## src/rtl/dsp_pkg.sv

```systemverilog
// Shared definitions for the DSP post-adder/accumulator slice.
// OPMODE field encodings for the X and Z operand selectors plus the
// bit index of the add/subtract control.
package dsp_pkg;

    // X operand selector, OPMODE[1:0]
    localparam logic [1:0] X_ZERO = 2'b00;
    localparam logic [1:0] X_M    = 2'b01;
    localparam logic [1:0] X_P    = 2'b10;
    localparam logic [1:0] X_DAB  = 2'b11;

    // Z operand selector, OPMODE[3:2]
    localparam logic [1:0] Z_ZERO = 2'b00;
    localparam logic [1:0] Z_PCIN = 2'b01;
    localparam logic [1:0] Z_P    = 2'b10;
    localparam logic [1:0] Z_C    = 2'b11;

    // OPMODE bit that turns the adder into Z - (X + CIN)
    localparam int OP_SUB = 7;

    // True when either operand mux feeds the current P back into the adder
    function automatic logic is_feedback(input logic [1:0] x_sel, input logic [1:0] z_sel);
        return (x_sel == X_P) || (z_sel == Z_P);
    endfunction

endpackage

```

## src/rtl/dsp_post_adder_core.sv

```systemverilog
// Combinational datapath of the post-adder: X/Z operand muxes, the
// PWIDTH+1 bit add/subtract and signed overflow detection.
module dsp_post_adder_core
    import dsp_pkg::*;
#(
    parameter int PWIDTH = 48,
    parameter int MWIDTH = 36
) (
    input  logic [1:0]        x_sel,
    input  logic [1:0]        z_sel,
    input  logic              sub,
    input  logic              carryin,
    input  logic [MWIDTH-1:0] m,
    input  logic [PWIDTH-1:0] dab,
    input  logic [PWIDTH-1:0] c,
    input  logic [PWIDTH-1:0] pcin,
    input  logic [PWIDTH-1:0] p,
    output logic [PWIDTH-1:0] sum,
    output logic              carryout,
    output logic              overflow
);

    logic [PWIDTH-1:0] x_op;
    logic [PWIDTH-1:0] z_op;
    logic [PWIDTH-1:0] x_eff;
    logic [PWIDTH:0]   full;

    // Select operands, add or subtract, and flag signed overflow. When
    // subtracting, Z - X - CIN equals Z + ~X + ~CIN, so the overflow test
    // compares the sign of Z against the sign of the inverted X operand.
    always_comb begin
        x_op  = '0;
        z_op  = '0;
        x_eff = '0;
        full  = '0;
        case (x_sel)
            X_ZERO:  x_op = '0;
            X_M:     x_op = {{(PWIDTH-MWIDTH){m[MWIDTH-1]}}, m};
            X_P:     x_op = p;
            default: x_op = dab;
        endcase
        case (z_sel)
            Z_ZERO:  z_op = '0;
            Z_PCIN:  z_op = pcin;
            Z_P:     z_op = p;
            default: z_op = c;
        endcase
        if (sub) begin
            full  = {1'b0, z_op} - {1'b0, x_op} - {{PWIDTH{1'b0}}, carryin};
            x_eff = ~x_op;
        end else begin
            full  = {1'b0, z_op} + {1'b0, x_op} + {{PWIDTH{1'b0}}, carryin};
            x_eff = x_op;
        end
        sum      = full[PWIDTH-1:0];
        carryout = full[PWIDTH];
        overflow = (z_op[PWIDTH-1] == x_eff[PWIDTH-1]) && (full[PWIDTH-1] != z_op[PWIDTH-1]);
    end

endmodule

```

## src/rtl/dsp_post_adder_acc.sv

```systemverilog
// Post-adder/accumulator stage of the DSP slice: registers P, CARRYOUT,
// the valid flag, sticky overflow and a saturating accumulation count.
// Optional feature macro: PATTERN_DETECT_EN adds PATTERN/MASK inputs and
// the registered Pattern_det output.
module dsp_post_adder_acc
    import dsp_pkg::*;
#(
    parameter int PWIDTH   = 48,
    parameter int MWIDTH   = 36,
    parameter int CNTWIDTH = 16
) (
    input  logic                clk,
    input  logic                Reset_n,
    input  logic                CE,
    input  logic                Clear,
    input  logic                In_valid,
    input  logic [7:0]          OPMODE,
    input  logic                CARRYIN,
    input  logic [MWIDTH-1:0]   M,
    input  logic [PWIDTH-1:0]   DAB,
    input  logic [PWIDTH-1:0]   C,
    input  logic [PWIDTH-1:0]   PCIN,
`ifdef PATTERN_DETECT_EN
    input  logic [PWIDTH-1:0]   PATTERN,
    input  logic [PWIDTH-1:0]   MASK,
    output logic                Pattern_det,
`endif
    output logic [PWIDTH-1:0]   P,
    output logic                CARRYOUT,
    output logic                Out_valid,
    output logic                Overflow,
    output logic [CNTWIDTH-1:0] Acc_count
);

    logic [PWIDTH-1:0] sum;
    logic              carry;
    logic              ovf;
    logic              feedback;
    logic [2:0]        unused_opmode;

    assign unused_opmode = OPMODE[6:4];
    assign feedback      = is_feedback(OPMODE[1:0], OPMODE[3:2]);

    dsp_post_adder_core #(
        .PWIDTH (PWIDTH),
        .MWIDTH (MWIDTH)
    ) u_core (
        .x_sel    (OPMODE[1:0]),
        .z_sel    (OPMODE[3:2]),
        .sub      (OPMODE[OP_SUB]),
        .carryin  (CARRYIN),
        .m        (M),
        .dab      (DAB),
        .c        (C),
        .pcin     (PCIN),
        .p        (P),
        .sum      (sum),
        .carryout (carry),
        .overflow (ovf)
    );

    // Result, flag and count registers; Clear wins over CE and the operation
    always_ff @(posedge clk or negedge Reset_n) begin
        if (!Reset_n) begin
            P         <= '0;
            CARRYOUT  <= 1'b0;
            Out_valid <= 1'b0;
            Overflow  <= 1'b0;
            Acc_count <= '0;
        end else if (Clear) begin
            P         <= '0;
            CARRYOUT  <= 1'b0;
            Out_valid <= 1'b0;
            Overflow  <= 1'b0;
            Acc_count <= '0;
        end else if (CE) begin
            Out_valid <= In_valid;
            if (In_valid) begin
                P        <= sum;
                CARRYOUT <= carry;
                if (ovf) begin
                    Overflow <= 1'b1;
                end
                if (feedback && (Acc_count != {CNTWIDTH{1'b1}})) begin
                    Acc_count <= Acc_count + CNTWIDTH'(1);
                end
            end
        end
    end

`ifdef PATTERN_DETECT_EN
    logic pattern_match;

    assign pattern_match = (((sum ^ PATTERN) & ~MASK) == '0);

    // Flag a valid operation whose new P matches PATTERN on the unmasked bits
    always_ff @(posedge clk or negedge Reset_n) begin
        if (!Reset_n) begin
            Pattern_det <= 1'b0;
        end else if (Clear) begin
            Pattern_det <= 1'b0;
        end else if (CE) begin
            Pattern_det <= In_valid && pattern_match;
        end
    end
`endif

endmodule

```

## config.mk

```make
export PLATFORM = sky130hd
export DESIGN_NAME = dsp_post_adder_acc
export DESIGN_NICKNAME = d
export VERILOG_FILES = /design/src/rtl/dsp_pkg.sv /design/src/rtl/dsp_post_adder_core.sv /design/src/rtl/dsp_post_adder_acc.sv
export SDC_FILE = /design/constraint.sdc
export NUM_CORES = 1
export LEC_CHECK = 0
export BUFFER_PORTS_ARGS = -buffer_cell sky130_fd_sc_hd__buf_2
export CAP_MARGIN = 20
export CORE_UTILIZATION = 50
export DETAILED_ROUTE_END_ITERATION = 8
export PLACE_DENSITY = 0.81
export SKIP_CTS_REPAIR_TIMING = 1
export SYNTH_ARGS = -nofsm -noshare
export SYNTH_HDL_FRONTEND = slang
export SYNTH_HIERARCHICAL = 1
export SYNTH_SLANG_ARGS = --single-unit
export TNS_END_PERCENT = 5
```

## constraint.sdc

```tcl
create_clock -name clk -period 5.1 [get_ports clk]
set_input_delay 0.51 -clock clk [delete_from_list [all_inputs] [get_ports clk]]
set_output_delay 0.51 -clock clk [all_outputs]
set_load 0.05 [all_outputs]
```

==> metrics.cfg, run 1 <==
[timing]
finalSetupViolCount = 0
tns_ps = 0
worst_pin_slew_ps = 988.2
slew-limit-headroom = 0.3412
timing.fmax_ghz = 0.2106
fin_crit_ps = 4749
hold_viol = 0
rsz0062_at_grt = no
maxSlewViolCount = 0
fin_crit_sh = 0.9312
skew_ps = 13.65

[cts]
clock_sinks = 67
cts-buffers-inserted = 9
cts_tree = yes
htree_levels = 3
cts_root_buf = clkbuf_16
clockBufferDepth = 2
clkTransAtPathRegs_ps = 80
clk_latency_ps = 360

[detailed_routing]
wl_um = 39320
vias = 12571
wl_per_cell_um = 19.03
drc = 0
vias_per_cell = 6.085
ant_nets = 0
dr.pass1.iters = 5
drt_iter0_markers = 1044

[floorplan]
ios = 261
die_h_um = 155.4
dieArea_sq_um = 24150
start_util = 0.5150
core-area_sq_um = 22850
floorplan.rows = 55
die_x_um = 155.4

[power_and_ir_drop]
ir_worst_vdd_uv = 166.9
power_leakage_uw = 0.007109
p_per_area_nw_per_um2 = 280.5

[setup_path]
crit_type = input pin to register
path_cells = buf_2, buf_4, nor2b_4, buf_4, a22o_1, ha_1, ha_1, a21oi_1, o21ai_0, a211o_1, a211o_1, a21oi_1, o221ai_1, nor3b_1, a311oi_1, xor2_1, mux2i_1, a22o_1
slowest_delay_ps = 370
end_kind = register
worstPathMaxFanout = 15
worst_path_max_delay_cell = ha_1
cp-start-kind = input pin
cp.required_ps = 5350
worst_ep_arrival_time_ps = 5000

[logic_synthesis]
synthAdderAreaFrac = 0.1544
synth.distinct_cells = 83
ys_seq_area_frac = 0.1425
synth_top_family_by_area = compound AO/OA/AOI/OAI gates
synthCells = 1487
syn_area_sq_um = 11770
yosysWarnings = 6
synthXorXnorAreaFrac = 0.06253
syn_avg_cell_area_sq_um = 7.912
synth_most_common_cell = ha_1
synth_top_area_frac = 0.1510
synth.area.top_cells = ha_1 (15%), dfrtp_1 (14%), a22o_1 (9.8%)
synthSimpleGateAreaFrac = 0.1484
synth_edf_count = 0
synthMuxAreaShare = 0.1043
syn_nets = 1825
synth_common_cells = ha_1 (142), a21oi_1 (137), a22o_1 (131)
yosysTopAreaCell = ha_1
synth_compound_area_frac = 0.3212
async_flop_share = 1.000
synth-main-ff-cell = dfrtp_1
synth_seq_cells = 67

[hold_path]
hold_class = input pin to asynchronous set/reset pin

[place]
hpwl_um = 30410
dpl_cell_area_sq_um = 13720
numPortBuffers = 257
gp_congestion = 0.9617

[run_status]
outcome = finished clean

[global_routing]
antenna_found_initial = 1
grt_overflow = 0
grt_pass1_wl_um = 61720
grtUsageTotal = 0.3203
grt_pass1_vias = 11969
grt_max_degree = 88

[cells_and_area]
finalInstanceArea_sq_um = 14050
fin_nets = 2085
drive_gt1_frac = 0.2740
syn_to_final_growth_pct = 19.40

[flow_run]
maxCapViolCount = 0

## per-layer routing
metal | wire length [um] | GRT usage | share of wire | vias to the layer above
met5 | 0 | 0 | 0 | -
met4 | 1001 | 0.1060 | 0.025 | 0
met3 | 2624 | 0.04290 | 0.067 | 60
met2 | 17990 | 0.5255 | 0.46 | 507
met1 | 17710 | 0.4318 | 0.45 | 5962
li1 | - | - | - | 6042
## cells by family (layout without fill, tap and decap cells)
kind of cell,Yosys count,after routing
flip-flops,67,67
AND/OR/NAND/NOR,339,339
AO/OA/AOI/OAI,542,542
other,0,1
multiplexers,110,110
adder cells (fa/ha/maj),144,144
buffers and inverters,201,466
XOR/XNOR,84,84
## worst max-delay path, delay by kind of cell
kind	cells	cell delay, ps
AO/OA/AOI/OAI	9	2310
buffers and inverters	3	650
multiplexers	1	90
XOR/XNOR	1	210
adder cells (fa/ha/maj)	2	670
AND/OR/NAND/NOR	2	530
## registers in the layout (all words and copies together), names as in the netlist
name and cells:
CARRYOUT 1, Overflow 1, Acc_count 16, Out_valid 1, P 48
## placed cells by master, fill, tap and decap left out, types with 16 or more instances in the layout
master / instances
o21a_1: 16
nor3_1: 16
o21bai_1: 20
nand3_1: 26
buf_2: 257
xor2_1: 46
inv_1: 119
o21ai_0: 79
nor2_1: 58
a21o_1: 52
nand2_1: 108
dfrtp_1: 67
mux2_2: 101
a22o_1: 131
a21oi_1: 137
xnor2_1: 38
buf_4: 69
o31ai_1: 16
ha_1: 142
and3_1: 17
## power breakdown
| part | switching [uW] | internal, uW |
|---|---|---|
| logic | 1540 | 1070 |
| clock network | 314 | 389 |
| registers | 49.2 | 574 |
## worst paths after layout
check | from | to | slack, ps | cells after the start
max | OPMODE[0] | P[45]$_DFFE_PN0P_ | 350 | 18
min | Reset_n | P[23]$_DFFE_PN0P_ | 390 | 2
max reg2reg | P[0]$_DFFE_PN0P_ | P[46]$_DFFE_PN0P_ | 380 | 19
min reg2reg | CARRYOUT$_DFFE_PN0P_ | CARRYOUT$_DFFE_PN0P_ | 520 | 1
max in group asynchronous | Reset_n | Overflow$_DFFE_PN0P_ | 4070 | 2
min in group clk | CE | Out_valid$_DFFE_PN0P_ | 470 | 3
## final cells by class
cell class	instances	area, sq um
Fill cell	2072	8800
Tap cell	313	391.6
Clock inverter	7	81.33
Sequential cell	67	1677
Timing Repair Buffer	329	1864
Clock buffer	9	225.2
Antenna cell	1	2.502
Inverter	121	454.2
Multi-Input combinational cell	1219	9351
## metrics by stage
stage                     hold WS, ps  total power, uW  setup WS, ps    util  instances
after floorplan                 214.4             2448         109.8       -       1487
after global placement          480.1             3144         154.4  0.6005       2049
after detailed placement        491.9             3173        -31.46  0.6005       2049
after CTS                       430.8             3895         233.4  0.6140       2065
after global routing            475.4             4193         88.37  0.6148       2066
final                           391.9             3940         350.7  0.6148       2066
Power figures use the tool's default switching activity.
==> inputs of run 2 (changes only) <==
--- a/config.mk
+++ b/config.mk
@@ -9,7 +9,7 @@
 export CAP_MARGIN = 20
 export CORE_UTILIZATION = 50
 export DETAILED_ROUTE_END_ITERATION = 8
-export PLACE_DENSITY = 0.81
+export PLACE_DENSITY = 0.84
 export SKIP_CTS_REPAIR_TIMING = 1
 export SYNTH_ARGS = -nofsm -noshare
 export SYNTH_HDL_FRONTEND = slang
==> constraint.sdc (replaced) <==
create_clock -name clk -period 4.02 [get_ports clk]
set_input_delay 0.402 -clock clk [delete_from_list [all_inputs] [get_ports clk]]
set_output_delay 0.402 -clock clk [all_outputs]
set_load 0.05 [all_outputs]
==> run 2 against run 1 <==
The flow now finishes with violations (setup timing). Clock power up 25%. Hold slack worse by 350 ps. Via count up 9.8%. Combinational power up 59%. Sequential cell count unchanged. Critical path depth unchanged. Total power up 48%. Register-to-register slack worse by 750 ps. Sequential power up 27%. Routed wire length up 11%. Setup slack worse by 720 ps. Largest cell class unchanged. Largest power group unchanged. Highest routed layer is now met5.
==> metrics.cfg, run 2 (synthesis results as in run 1) <==
[run_status]
outcome = complete, but fails checks
violations = setup timing

[timing]
finalSetupViolCount = 14
maxSlewViolCount = 0
skew_ps = 12.77
hold_viol = 0
slew-limit-headroom = 0.3615
worst_pin_slew_ps = 951.4
timing.fmax_ghz = 0.2280
fin_crit_sh = 1.091
worst_slack_ps = -365.7
rsz0062_at_grt = yes
fin_crit_ps = 4386

[power_and_ir_drop]
power_uw = 5819
ir_worst_vdd_uv = 259.3
p_per_area_nw_per_um2 = 356.0
power_leakage_uw = 0.008388

[flow_run]
maxCapViolCount = 0

[cells_and_area]
top_register = P
drive_gt1_frac = 0.3908
multi_input_area_sq_um = 9697
final_cell_mix = buf_4 (319), buf_2 (257), a22o_1 (131)
final_common_cell = buf_4
seq_area_sq_um = 1678
syn_to_final_growth_pct = 38.91
largest_reg_flops = 48
fillers = 1888
largestRegisters = P x48, Acc_count x16
fin_cells = 2320
fin_nets = 2339

[setup_path]
worstPathMaxFanout = 4
crit_start = P[0]$_DFFE_PN0P_
cp-start-kind = register
reg2reg_slack_ps = -370
r2r_start = P[0]$_DFFE_PN0P_
crit_type = register to register
worst_ep_arrival_time_ps = 4620
cp.required_ps = 4260
end_kind = register

[detailed_routing]
vias = 13806
wl_um = 43770
vias_per_cell = 5.951
drc = 0
dr.pass1.iters = 7
drt_iter0_markers = 1077
wl_per_cell_um = 18.87
ant_nets = 0

[cts]
cts_tree = yes
clk_latency_ps = 360
clkTransAtPathRegs_ps = 70
cts-buffers-inserted = 9
cts_root_buf = clkbuf_16
htree_levels = 3
clockBufferDepth = 2
clock_sinks = 67

[global_routing]
grtUsageTotal = 0.3547
grt_max_degree = 45
grt_pass1_wl_um = 68270
grt_overflow = 0
grt_pass1_vias = 13483
antenna_found_initial = 3

[floorplan]
core-area_sq_um = 22850
die_x_um = 155.4
ios = 261
dieArea_sq_um = 24150
floorplan.rows = 55
start_util = 0.5150
die_h_um = 155.4

[place]
numPortBuffers = 257
gp_congestion = 0.9965
dpl.cell_count = 2300
hpwl_um = 35090
dpl_worst_slack_ps = -816.8

[hold_path]
hold_class = input pin to asynchronous set/reset pin

run 2: cell count changes in the layout (fill, tap and decap cells not counted), moves of 8 or more:
| cell | before | now |
|---|---|---|
| o21ai_0 | 79 | 71 |
| a21oi_1 | 137 | 127 |
| a21oi_2 | 0 | 8 |
| ha_4 | 0 | 9 |
| buf_4 | 69 | 319 |
| ha_1 | 142 | 130 |
run 2: cell type report:
class,instances,area share
diodes,1,0.0001531
repair buffers,583,0.2333
well taps,313,0.02396
clock buffers,9,0.01378
flip-flops and latches,67,0.1027
clock inverters,7,0.005053
multi-input cells,1219,0.5933
inverters,121,0.02779
run 2: through the flow:
| step | setup TNS, ps | hold WS (ps) | util | instance area, sq um |
|---|---|---|---|---|
| 6_report | -2331 | 45.49 | 0.7153 | 16340 |
| 3_3_place_gp | -9507 | 426.5 | 0.6918 | 15810 |
| 2_1_floorplan | -26.03 | 106.4 | - | 12060 |
| 3_5_place_dp | -12600 | 430.6 | 0.6918 | 15810 |
| 5_1_grt | -5242 | 74.46 | 0.7152 | 16340 |
| 4_1_cts | -6291 | 53.93 | 0.7053 | 16110 |
run 2: worst max-delay path: stages, from the launching register on:
cell and delay [ps]:
dfrtp_2 420, mux2_4 290, a22oi_2 220, xor2_1 200, ha_2 220, a211oi_2 50
nor2_2 150, fa_2 250, a21oi_4 80, o21ai_4 200, a211oi_4 100, or4_4 510
a211o_1 380, o31a_1 400, o21ai_2 200, a31oi_2 120, xor2_1 200, mux2i_1 100
a22o_1 180
run 2: where the power goes:
part           internal (uW)  total, uW  leakage, uW  switching (uW)
clock                    493        880     0.000145             388
combinational           1930       4140      0.00733            2210
sequential               729        794     0.000916            65.1
run 2: path summary, 6_finish.rpt:
path,endpoint,cells past startpoint
max,P[46]$_DFFE_PN0P_,18
min reg2reg,Overflow$_DFFE_PN0P_,2
min in group clk,Out_valid$_DFFE_PN0P_,3
min,P[12]$_DFFE_PN0P_,2
max reg2reg,P[46]$_DFFE_PN0P_,18
max in group asynchronous,P[0]$_DFFE_PN0P_,2
run 2: per-layer routing:
| metal | GRT usage | wire (um) | vias to the layer above |
|---|---|---|---|
| li1 | - | - | 6528 |
| met1 | 0.4529 | 18760 | 6538 |
| met2 | 0.6120 | 20600 | 631 |
| met3 | 0.05014 | 3077 | 105 |
| met4 | 0.1158 | 1311 | 4 |
| met5 | 0 | 25 | - |
==> inputs of run 3 (changes only) <==
--- a/config.mk
+++ b/config.mk
@@ -9,10 +9,9 @@
 export CAP_MARGIN = 20
 export CORE_UTILIZATION = 50
 export DETAILED_ROUTE_END_ITERATION = 8
-export PLACE_DENSITY = 0.84
+export PLACE_DENSITY = 0.85
 export SKIP_CTS_REPAIR_TIMING = 1
 export SYNTH_ARGS = -nofsm -noshare
 export SYNTH_HDL_FRONTEND = slang
-export SYNTH_HIERARCHICAL = 1
 export SYNTH_SLANG_ARGS = --single-unit
 export TNS_END_PERCENT = 5
==> run 3 against run 2 <==
The run now ends clean. First-iteration DRC count down 26%. Sequential share of layout area rose by 0.87 points. Critical endpoint is now Overflow$_DFFE_PN0P_. Maximum frequency up 10%. Clock power hardly changed. Clock skew fell by 4.8 ps.
==> metrics.cfg, run 3 <==
[floorplan]
floorplan.rows = 53
core-area_sq_um = 21290
die_h_um = 150.4
die_x_um = 150.4
dieArea_sq_um = 22610
ios = 261
start_util = 0.5171

[logic_synthesis]
syn_nets = 1751
ys_seq_area_frac = 0.1523
synth.distinct_cells = 85
syn_avg_cell_area_sq_um = 7.791
synthCells = 1413
synth_common_cells = ha_1 (140), nand2_1 (134), o21ai_0 (122)
synth_most_common_cell = ha_1
synth.area.top_cells = ha_1 (16%), dfrtp_1 (15%), o21ai_0 (5.5%)
synth_seq_cells = 67
async_flop_share = 1.000
yosysTopAreaCell = ha_1
yosysWarnings = 0
syn_area_sq_um = 11010
synth_edf_count = 0
synth_top_area_frac = 0.1591
synth-main-ff-cell = dfrtp_1

[cts]
clockBufferDepth = 2
htree_levels = 3
clkTransAtPathRegs_ps = 70
cts_tree = yes
clock_sinks = 67
cts_root_buf = clkbuf_16
clk_latency_ps = 360
cts-buffers-inserted = 9

[timing]
rsz0062_at_grt = yes
slew-limit-headroom = 0.3687
fin_crit_ps = 3977
worst_slack_ps = 43.22
whs_ps = 414.1
worst_pin_slew_ps = 946.9
maxSlewViolCount = 0
fin_crit_sh = 0.9892
skew_ps = 7.938
finalSetupViolCount = 0
timing.fmax_ghz = 0.2515
hold_viol = 0

[global_routing]
grt_use_met1 = 0.4123
grt_max_degree = 50
antenna_found_initial = 0
grtUsageMet2 = 0.6053
met3_usage = 0.05788
grt_pass1_wl_um = 59760
grtUsageTotal = 0.3393
grt-busiest-layer = met2
grt_pass1_vias = 11962
grt_overflow = 0

[setup_path]
cp-start-kind = register
worstPathMaxFanout = 4
worst_path_max_delay_cell = dfrtp_2
crit_type = register to register
path_cells = mux2_2, a22o_1, ha_4, ha_4, nand3_1, o211ai_1, nand2b_1, a31oi_4, nand3_2, o41ai_4, a31oi_4, o31ai_4, mux2i_2, and2_4, o221ai_2
worst_ep_arrival_time_ps = 4200
slowest_delay_ps = 470
cp.required_ps = 4250
reg2regPathDepth = 15
end_kind = register

[power_and_ir_drop]
swShare = 0.5000
p_int_uw = 3924
power_uw = 7848
p_comb_frac = 0.754
ir_worst_vdd_uv = 325.0
power_frac_clock = 0.112
power.switching_uw = 3924
power_leakage_uw = 0.007758
p_per_area_nw_per_um2 = 521.0
p_seq_frac = 0.134

[cells_and_area]
fin_cells = 2142
multi_input_area_sq_um = 8976
fin_nets = 2199
drive_gt1_frac = 0.3505
final_cell_mix = buf_2 (255), buf_4 (237), nand2_1 (134)
largestRegisters = P x48, Acc_count x16
final_common_cell = buf_2
largest_reg_flops = 48
seq_area_sq_um = 1678
top_register = P
syn_to_final_growth_pct = 36.83
fillers = 1686

[detailed_routing]
drt_iter0_markers = 797
drc = 0
vias_per_cell = 5.861
wl_per_cell_um = 18.55
wl_um = 39740
dr.pass1.iters = 5
vias = 12555
ant_nets = 0

[place]
gp_congestion = 0.9736
hpwl_um = 31340
numPortBuffers = 257
dpl_worst_slack_ps = -370.8
dpl.cell_count = 2115

[hold_path]
holdPathStages = 3
hold_class = input pin to register

[run_status]
outcome = finished clean

[flow_run]
maxCapViolCount = 0

run 3: changes by cell type after synthesis, sizes merged, moves of 10 or more:
cell | before | now
or4 | 10 | 0
o21ai | 86 | 130
mux2i | 9 | 54
a22o | 131 | 52
mux2 | 101 | 48
xnor2 | 38 | 49
clkbuf | 62 | 51
nor2 | 60 | 75
nand2 | 108 | 134
a21oi | 137 | 102
o221ai | 1 | 11
run 3: final timing paths:
kind | from | endpoint | slack (ps)
worst max-delay path | P[5]$_DFFE_PN0P_ | Overflow$_DFFE_PN0P_ | 40
worst min-delay path | CE | Out_valid$_DFFE_PN0P_ | 410
min in group asynchronous | Reset_n | P[9]$_DFFE_PN0P_ | 520
max in group asynchronous | Reset_n | P[5]$_DFFE_PN0P_ | 2620
worst min register to register | P[10]$_DFFE_PN0P_ | P[10]$_DFFE_PN0P_ | 530
worst max register to register | P[5]$_DFFE_PN0P_ | Overflow$_DFFE_PN0P_ | 40
run 3: area by class of cell:
cell class | count | share of cell area
Inverter | 121 | 0.03015
Antenna cell | 1 | 0.0001661
Tap cell | 275 | 0.02284
Clock buffer | 9 | 0.01495
Sequential cell | 67 | 0.1114
Timing Repair Buffer | 506 | 0.2191
Multi-Input combinational cell | 1156 | 0.5959
Clock inverter | 7 | 0.005400
run 3: through the flow:
| step | setup TNS, ps | cell area [sq um] | util |
|---|---|---|---|
| finish | 0 | 15060 | 0.7076 |
| global route | -606.7 | 15060 | 0.7075 |
| CTS | -10.08 | 14620 | 0.6868 |
| detailed placement | -5540 | 14310 | 0.6724 |
| global placement | -3188 | 14310 | 0.6724 |
| floorplan | -39.76 | 11060 | - |
run 3: metal layers:
metal  vias up  part of all wire  wire length, um
li1       5997                 -                -
met1      5917              0.41            16410
met2       552              0.48            19150
met3        89             0.079             3159
met4         0             0.026             1025
met5         -                 0                0
run 3: power groups by stage:
stage	clock network [uW]	logic, uW	registers, uW
detailed placement	0	5520	1050
floorplan	0	3090	1580
global route	909	6380	1070
finish	880	5920	1050
global placement	0	5430	1040
CTS	885	5560	1040
run 3: worst max-delay path, delay by kind of cell, from the launching register on:
family          cells  cell delay [ps]
simple gates        4              560
compound gates      7             1670
fa+ha+maj           2              570
mux                 2              560
flops               1              470
run 3: cells by family (layout without fill, tap and decap cells):
logic type	Yosys count	count (layout)	share of synthesized area
compound gates	473	473	0.2935
simple gates	341	341	0.1464
buf+inv	190	643	0.06649
fa+ha+maj	144	144	0.1664
mux	102	102	0.09855
xor+xnor	96	96	0.07638
flops	67	67	0.1523
other cells	0	1	0
